===== config.mk =====
export PLATFORM = sky130hd
export DESIGN_NAME = bin2bcd_seq
export DESIGN_NICKNAME = d
export VERILOG_FILES = /design/src/rtl/bin2bcd_pkg.sv /design/src/rtl/bin2bcd_seq_step.sv /design/src/rtl/bin2bcd_seq.sv
export SDC_FILE = /design/constraint.sdc
export NUM_CORES = 1
export LEC_CHECK = 0
export ABC_AREA = 1
export CAP_MARGIN = 20
export CORE_MARGIN = 1.5
export CORE_UTILIZATION = 50
export CTS_CLUSTER_DIAMETER = 50
export DETAILED_ROUTE_END_ITERATION = 10
export GPL_TIMING_DRIVEN = 0
export PLACE_DENSITY_LB_ADDON = 0.05
export SLEW_MARGIN = 20
export SYNTH_ARGS = -nofsm -noshare
export SYNTH_HDL_FRONTEND = slang
export SYNTH_SLANG_ARGS = --single-unit

===== constraint.sdc =====
create_clock -name clk -period 4.9 [get_ports clk]
set_input_delay 0.98 -clock clk [delete_from_list [all_inputs] [get_ports clk]]
set_output_delay 0.98 -clock clk [all_outputs]
set_load 0.01 [all_outputs]

===== src/rtl/bin2bcd_pkg.sv =====
// Shared types and helpers for the sequential binary-to-BCD converter.
// Holds the FSM state encoding and the per-digit add-3 adjust.
package bin2bcd_pkg;

    typedef enum logic [1:0] {
        S_IDLE  = 2'd0,
        S_SHIFT = 2'd1,
        S_HOLD  = 2'd2
    } state_e;

    function automatic logic [3:0] dabble_adj(input logic [3:0] d);
        return (d >= 4'd5) ? d + 4'd3 : d;
    endfunction

endpackage


===== src/rtl/bin2bcd_seq_step.sv =====
// One double-dabble iteration: adjust every digit, then shift {bcd, mag}
// left by one bit; the bit leaving the top digit is reported as carry_o.
module bcd_dabble_step
    import bin2bcd_pkg::*;
#(
    parameter int W      = 32,
    parameter int DIGITS = 10
) (
    input  logic [4*DIGITS-1:0] bcd_i,
    input  logic [W-1:0]        mag_i,
    output logic [4*DIGITS-1:0] bcd_o,
    output logic [W-1:0]        mag_o,
    output logic                carry_o
);

    logic [4*DIGITS-1:0] adj;

    always_comb begin
        adj = '0;
        for (int i = 0; i < DIGITS; i++) begin
            adj[4*i +: 4] = dabble_adj(bcd_i[4*i +: 4]);
        end
    end

    assign {carry_o, bcd_o, mag_o} = {adj, mag_i, 1'b0};

endmodule


===== src/rtl/bin2bcd_seq.sv =====
// Sequential binary-to-BCD converter, one bit per cycle, with valid/ready
// handshakes on both sides and a stable result register held in HOLD.
module bin2bcd_seq
    import bin2bcd_pkg::*;
#(
    parameter int W      = 32,
    parameter int DIGITS = 10,
    parameter int SIGNED = 0,
    localparam int NW    = $clog2(DIGITS + 1),
    localparam int CW    = $clog2(W + 1)
) (
    input  logic                clk,
    input  logic                rst,
    input  logic                in_valid,
    output logic                in_ready,
    input  logic [W-1:0]        in_num,
    output logic                out_valid,
    input  logic                out_ready,
    output logic [4*DIGITS-1:0] out_bcd,
    output logic                out_neg,
    output logic [NW-1:0]       out_ndigits,
    output logic                out_ovf
);

    state_e              state_q, state_d;
    logic [CW-1:0]       cnt_q, cnt_d;
    logic [W-1:0]        mag_q, mag_d;
    logic [4*DIGITS-1:0] work_q, work_d;
    logic                wovf_q, wovf_d;
    logic                sign_q, sign_d;
    logic [4*DIGITS-1:0] res_bcd_q, res_bcd_d;
    logic                res_neg_q, res_neg_d;
    logic [NW-1:0]       res_nd_q, res_nd_d;
    logic                res_ovf_q, res_ovf_d;

    logic [4*DIGITS-1:0] step_bcd;
    logic [W-1:0]        step_mag;
    logic                step_c;
    logic [NW-1:0]       step_nd;
    logic                accept;
    logic                neg_in;

    bcd_dabble_step #(
        .W      (W),
        .DIGITS (DIGITS)
    ) u_step (
        .bcd_i   (work_q),
        .mag_i   (mag_q),
        .bcd_o   (step_bcd),
        .mag_o   (step_mag),
        .carry_o (step_c)
    );

    // Digit count of the final step result; zero reads as one digit.
    always_comb begin
        step_nd = NW'(1);
        for (int i = 0; i < DIGITS; i++) begin
            if (step_bcd[4*i +: 4] != 4'd0) step_nd = NW'(i + 1);
        end
    end

    assign in_ready  = (state_q == S_IDLE) ||
                       ((state_q == S_HOLD) && out_ready);
    assign out_valid = (state_q == S_HOLD);
    assign accept    = in_valid && in_ready;
    assign neg_in    = (SIGNED != 0) && in_num[W-1];

    always_comb begin
        state_d   = state_q;
        cnt_d     = cnt_q;
        mag_d     = mag_q;
        work_d    = work_q;
        wovf_d    = wovf_q;
        sign_d    = sign_q;
        res_bcd_d = res_bcd_q;
        res_neg_d = res_neg_q;
        res_nd_d  = res_nd_q;
        res_ovf_d = res_ovf_q;
        unique case (state_q)
            S_IDLE: ;
            S_SHIFT: begin
                mag_d  = step_mag;
                work_d = step_bcd;
                wovf_d = wovf_q | step_c;
                cnt_d  = cnt_q - CW'(1);
                if (cnt_q == CW'(1)) begin
                    state_d   = S_HOLD;
                    res_bcd_d = step_bcd;
                    res_ovf_d = wovf_q | step_c;
                    res_neg_d = sign_q && (step_bcd != '0);
                    res_nd_d  = step_nd;
                end
            end
            S_HOLD: begin
                if (out_ready) state_d = S_IDLE;
            end
            default: state_d = S_IDLE;
        endcase
        // A new operand can be taken from IDLE or while the result drains.
        if (accept) begin
            state_d = S_SHIFT;
            cnt_d   = CW'(W);
            mag_d   = neg_in ? -in_num : in_num;
            sign_d  = neg_in;
            work_d  = '0;
            wovf_d  = 1'b0;
        end
    end

    always_ff @(posedge clk) begin
        if (rst) begin
            state_q   <= S_IDLE;
            cnt_q     <= '0;
            mag_q     <= '0;
            work_q    <= '0;
            wovf_q    <= 1'b0;
            sign_q    <= 1'b0;
            res_bcd_q <= '0;
            res_neg_q <= 1'b0;
            res_nd_q  <= '0;
            res_ovf_q <= 1'b0;
        end else begin
            state_q   <= state_d;
            cnt_q     <= cnt_d;
            mag_q     <= mag_d;
            work_q    <= work_d;
            wovf_q    <= wovf_d;
            sign_q    <= sign_d;
            res_bcd_q <= res_bcd_d;
            res_neg_q <= res_neg_d;
            res_nd_q  <= res_nd_d;
            res_ovf_q <= res_ovf_d;
        end
    end

    assign out_bcd     = res_bcd_q;
    assign out_neg     = res_neg_q;
    assign out_ndigits = res_nd_q;
    assign out_ovf     = res_ovf_q;

endmodule


==> metrics.log <==
INFO  metric status = completed
INFO  metric syn_inst = 804
INFO  metric worst_ep_arrival_time = 2.16 ns
INFO  metric netlist.top_cell.by_area = dfxtp_1
INFO  metric totalWireLength = 15.5 mm
INFO  metric dominant_combinational_cell_family_by_area_after_synthesis = compound AO/OA/AOI/OAI gates
INFO  metric diodes = 0
INFO  metric crit_path_max_incr_delay = 0.56 ns
INFO  metric multiInputGateArea = 0.00274 sq mm
INFO  metric slowest_stage = clkdlybuf4s50_1
INFO  metric max_freq = 318 MHz
INFO  metric gp_congestion = 0.924
INFO  metric ys_async_sr_fraction = 0
INFO  metric layout.filler_cells = 1,000
INFO  metric clk-insertion-delay-late = 0.42 ns
INFO  metric synth_top_area_frac = 0.434
INFO  metric regToRegSetupSlack = 2.59 ns
INFO  metric antenna_found_initial = 0
INFO  metric detail_route.wirelength.met1 = 7.30 mm
INFO  metric cap_violations = 0
INFO  metric ff_latch_area = 0.00252 sq mm
INFO  metric largest_net_degree_at_the_start_of_global_routing = 17
INFO  metric internal_power = 2.01 mW
INFO  metric cts_buffer_depth = 2
INFO  metric layout-drive-gt1-share = 0.0480
INFO  metric yosys.area_share.simple = 0.200
INFO  metric synth_area_leaders = dfxtp_1 43%, nand2_1 12%, o21ai_0 7.4%, inv_1 6.7%, a21oi_1 6.4%
INFO  metric detail_route.iter0.violations = 350
INFO  metric combinationalPowerShare = 0.140
INFO  metric post_cts_resized = 0
INFO  metric p_seq_frac = 0.410
INFO  metric finish.net_count = 963
INFO  metric number_of_storage_elements_in_the_synthesis_netlist = 126
INFO  metric ys_top_cells_by_count = 190 x nand2_1, 126 x dfxtp_1, 103 x inv_1, 86 x o21ai_0, 74 x a21oi_1
INFO  metric syn-mean-instance-area = 7.23 sq um
INFO  metric cts_tree = done
INFO  metric clock_sinks = 126
INFO  metric finalWorstPathRequiredPeriod = 3.14 ns
INFO  metric finalHoldViolCount = 0
INFO  metric portion_of_netlist_area_occupied_by_mux_cells = 0
INFO  metric worstPathBufferInverterCount = 2
INFO  metric hold_depth = 2
INFO  metric post_synth_xor_area_fraction = 0.0121
INFO  metric rsz0062_at_grt = no
INFO  metric fin_skew = 0.00964 ns
INFO  metric floorplan.io_pins = 84
INFO  metric synth_fp_nets = 862
INFO  metric fin_tns_setup = 0 ns
INFO  metric cts_post_setup_buffers_inserted = 0
INFO  metric swShare = 0.260
INFO  metric worst-endpoint-required = 3.92 ns
INFO  metric critical_path.endpoint_type = output port
INFO  metric hold_slack = 0.469 ns
INFO  metric wl_met2 = 7.17 mm
INFO  metric timing.final.max_slew_violations = 0
INFO  metric final_setup_violation_count = 0
INFO  metric synthAdderAreaFrac = 0.0474
INFO  metric syn_to_final_growth = 27.1%
INFO  metric synth-compound-area-share = 0.211
INFO  metric cp_cell_sequence = clkdlybuf4s50_1, nor2_1, nor2_1, clkdlybuf4s50_1
INFO  metric min-delay-path-class = flip-flop to flip-flop
INFO  metric timing.rr.end = out_ndigits[2]
INFO  metric fin_util = 0.650
INFO  metric leakagePower = 3.20 nW
INFO  metric wl_met3 = 753 um
INFO  metric uppermost_signal_routing_layer_after_detailed_routing = met4
INFO  metric clock_power_share = 0.450
INFO  metric worst_hold_path.endpoint = wovf_q
INFO  metric yosysWarningCount = 0
INFO  metric ctsHoldBuffers = 0
INFO  metric initial_core_util = 0.511
INFO  metric irDropWorstVdd = 0.000333 V
INFO  metric worstReg2RegStart = work_q[37]
INFO  metric final.period_utilization = 0.642
INFO  metric crit_family = buffers and inverters
INFO  metric vias_per_cell = 5.29
INFO  metric mappedNetlistArea = 0.00581 sq mm
INFO  metric via_count = 5,608
INFO  metric drt-wirelength-per-cell = 14.6 um
INFO  metric cell_variety_after_synth = 36
INFO  metric ctsRootBufferMaster = clkbuf_16
INFO  metric via_count_of_the_first_global_routing_pass = 5,232
INFO  metric grt_overflow = 0
INFO  metric route.detailed.drc = 0
INFO  metric worst_pin_slew = 0.697 ns
INFO  metric synth.most_common_cell = nand2_1
INFO  metric drtAntennaViolNets = 0
INFO  metric synth-edff-count = 0
INFO  metric dp_hpwl = 11.2 mm
INFO  metric die-height = 111 um
INFO  metric cellPowerDensity = 368 mW/mm^2
INFO  metric fp.dieArea = 0.0123 sq mm
INFO  metric grt_pass1_wl = 25.3 mm
INFO  metric synth-seq-area-share = 0.434
INFO  metric rr_worst_depth = 10
INFO  metric path_class = primary input to output port
INFO  metric core_area = 0.0114 sq mm
INFO  metric switchingPower = 0.707 mW
INFO  metric inserted_clock_buffers = 17
INFO  metric hold_path_startpoint = wovf_q
INFO  metric globalRouteTotalUtil = 0.258
INFO  metric setup.worst_path.start_class = primary input
INFO  metric chipWidth = 111 um
INFO  metric leading_register_cell_type_out_of_synthesis = dfxtp_1
INFO  metric level_count_of_the_clock_h_tree = 4
INFO  metric drt_pass1_iterations = 5
INFO  metric path_clk_slew = 0.05 ns
INFO  metric floorplan.rows = 39
INFO  metric critical_path.max_fanout = 2
INFO  metric max-slew-margin-rel = 0.535
INFO  metric port_buffers = 82
==> routing by layer <==
metal,vias to the layer above,global-route usage
met5,-,0
met4,0,0.0812
met3,19,0.0645
met2,148,0.416
met1,2613,0.339
li1,2828,-
==> layout by cell type (no fill, tap or decap), types with 2 or more instances in the layout <==
master / instances
nand2_1: 190
dfxtp_1: 126
inv_1: 103
o21ai_0: 86
clkdlybuf4s50_1: 82
a21oi_1: 74
nor2_1: 48
a31oi_1: 36
clkbuf_1: 34
ha_1: 22
clkbuf_16: 17
o211ai_1: 15
nand3_1: 14
xor2_1: 8
buf_1: 5
nor3_1: 5
clkinv_2: 5
inv_2: 4
nand4_1: 4
a211oi_1: 4
clkbuf_8: 4
or2_2: 3
o21ai_1: 3
nor4_1: 3
and2_1: 3
buf_2: 2
o31ai_1: 2
bufinv_16: 2
==> power by group through the flow <==
stage / Combinational, mW / Clock [mW] / Sequential, mW
after floorplan: 0.245 / 0 / 1.13
after global placement: 0.366 / 0 / 1.13
after detailed placement: 0.376 / 0 / 1.13
after CTS: 0.379 / 1.24 / 1.11
after global routing: 0.428 / 1.29 / 1.12
final: 0.380 / 1.22 / 1.12
==> final cells by class <==
type | instances | area share
tap | 143 | 0.0242
multi-input combinational | 532 | 0.370
sequential | 126 | 0.341
timing repair buffer | 82 | 0.111
buffer | 39 | 0.0207
clock inverter | 7 | 0.0115
inverter | 107 | 0.0544
clock buffer | 24 | 0.0665
==> worst max path at each step <==
stage | cells after the start | start | to | slack, ns
finish | 4 | out_ready | in_ready | 1.76
CTS | 4 | out_ready | in_ready | 1.75
detailed placement | 4 | out_ready | in_ready | 1.76
floorplan | 2 | out_ready | in_ready | 2.72
global placement | 4 | out_ready | in_ready | 1.77
global route | 4 | out_ready | in_ready | 1.70
==> cell families after synthesis <==
kind of cell / after synthesis
AOI/OAI and AO/OA: 223
xor gates and xnor gates: 8
adders and majority gates: 22
buffers and inverters: 146
DFF: 126
other: 1
and+or+nand+nor: 278
==> sequential cells by signal, indices dropped and copies added (netlist names) <==
name         flops
out_bcd         40
work_q          40
mag_q           32
cnt_q            6
out_ndigits      4
state_q          2
out_ovf          1
wovf_q           1
==> worst reg2reg max path: stages (launching register included) <==
cell     delay [ns]
dfxtp_1        0.31
inv_1          0.11
ha_1           0.15
inv_1          0.05
o21ai_1        0.16
nand2_1        0.12
o21ai_0        0.46
inv_1          0.17
nor4_4         0.39
nand3_1        0.16
a21oi_1        0.15
==> stage by stage <==
stage                     cells  instance area [sq um]  worst slack, ns  power, mW
after floorplan             804                   5810             2.72       1.37
after global placement     1029                   6810             1.77       1.50
after detailed placement   1029                   6810             1.76       1.51
after CTS                  1060                   7390             1.75       2.73
after global routing       1060                   7390             1.70       2.84
final                      1060                   7390             1.76       2.72
No activity file was read; power rests on OpenSTA's default activity.
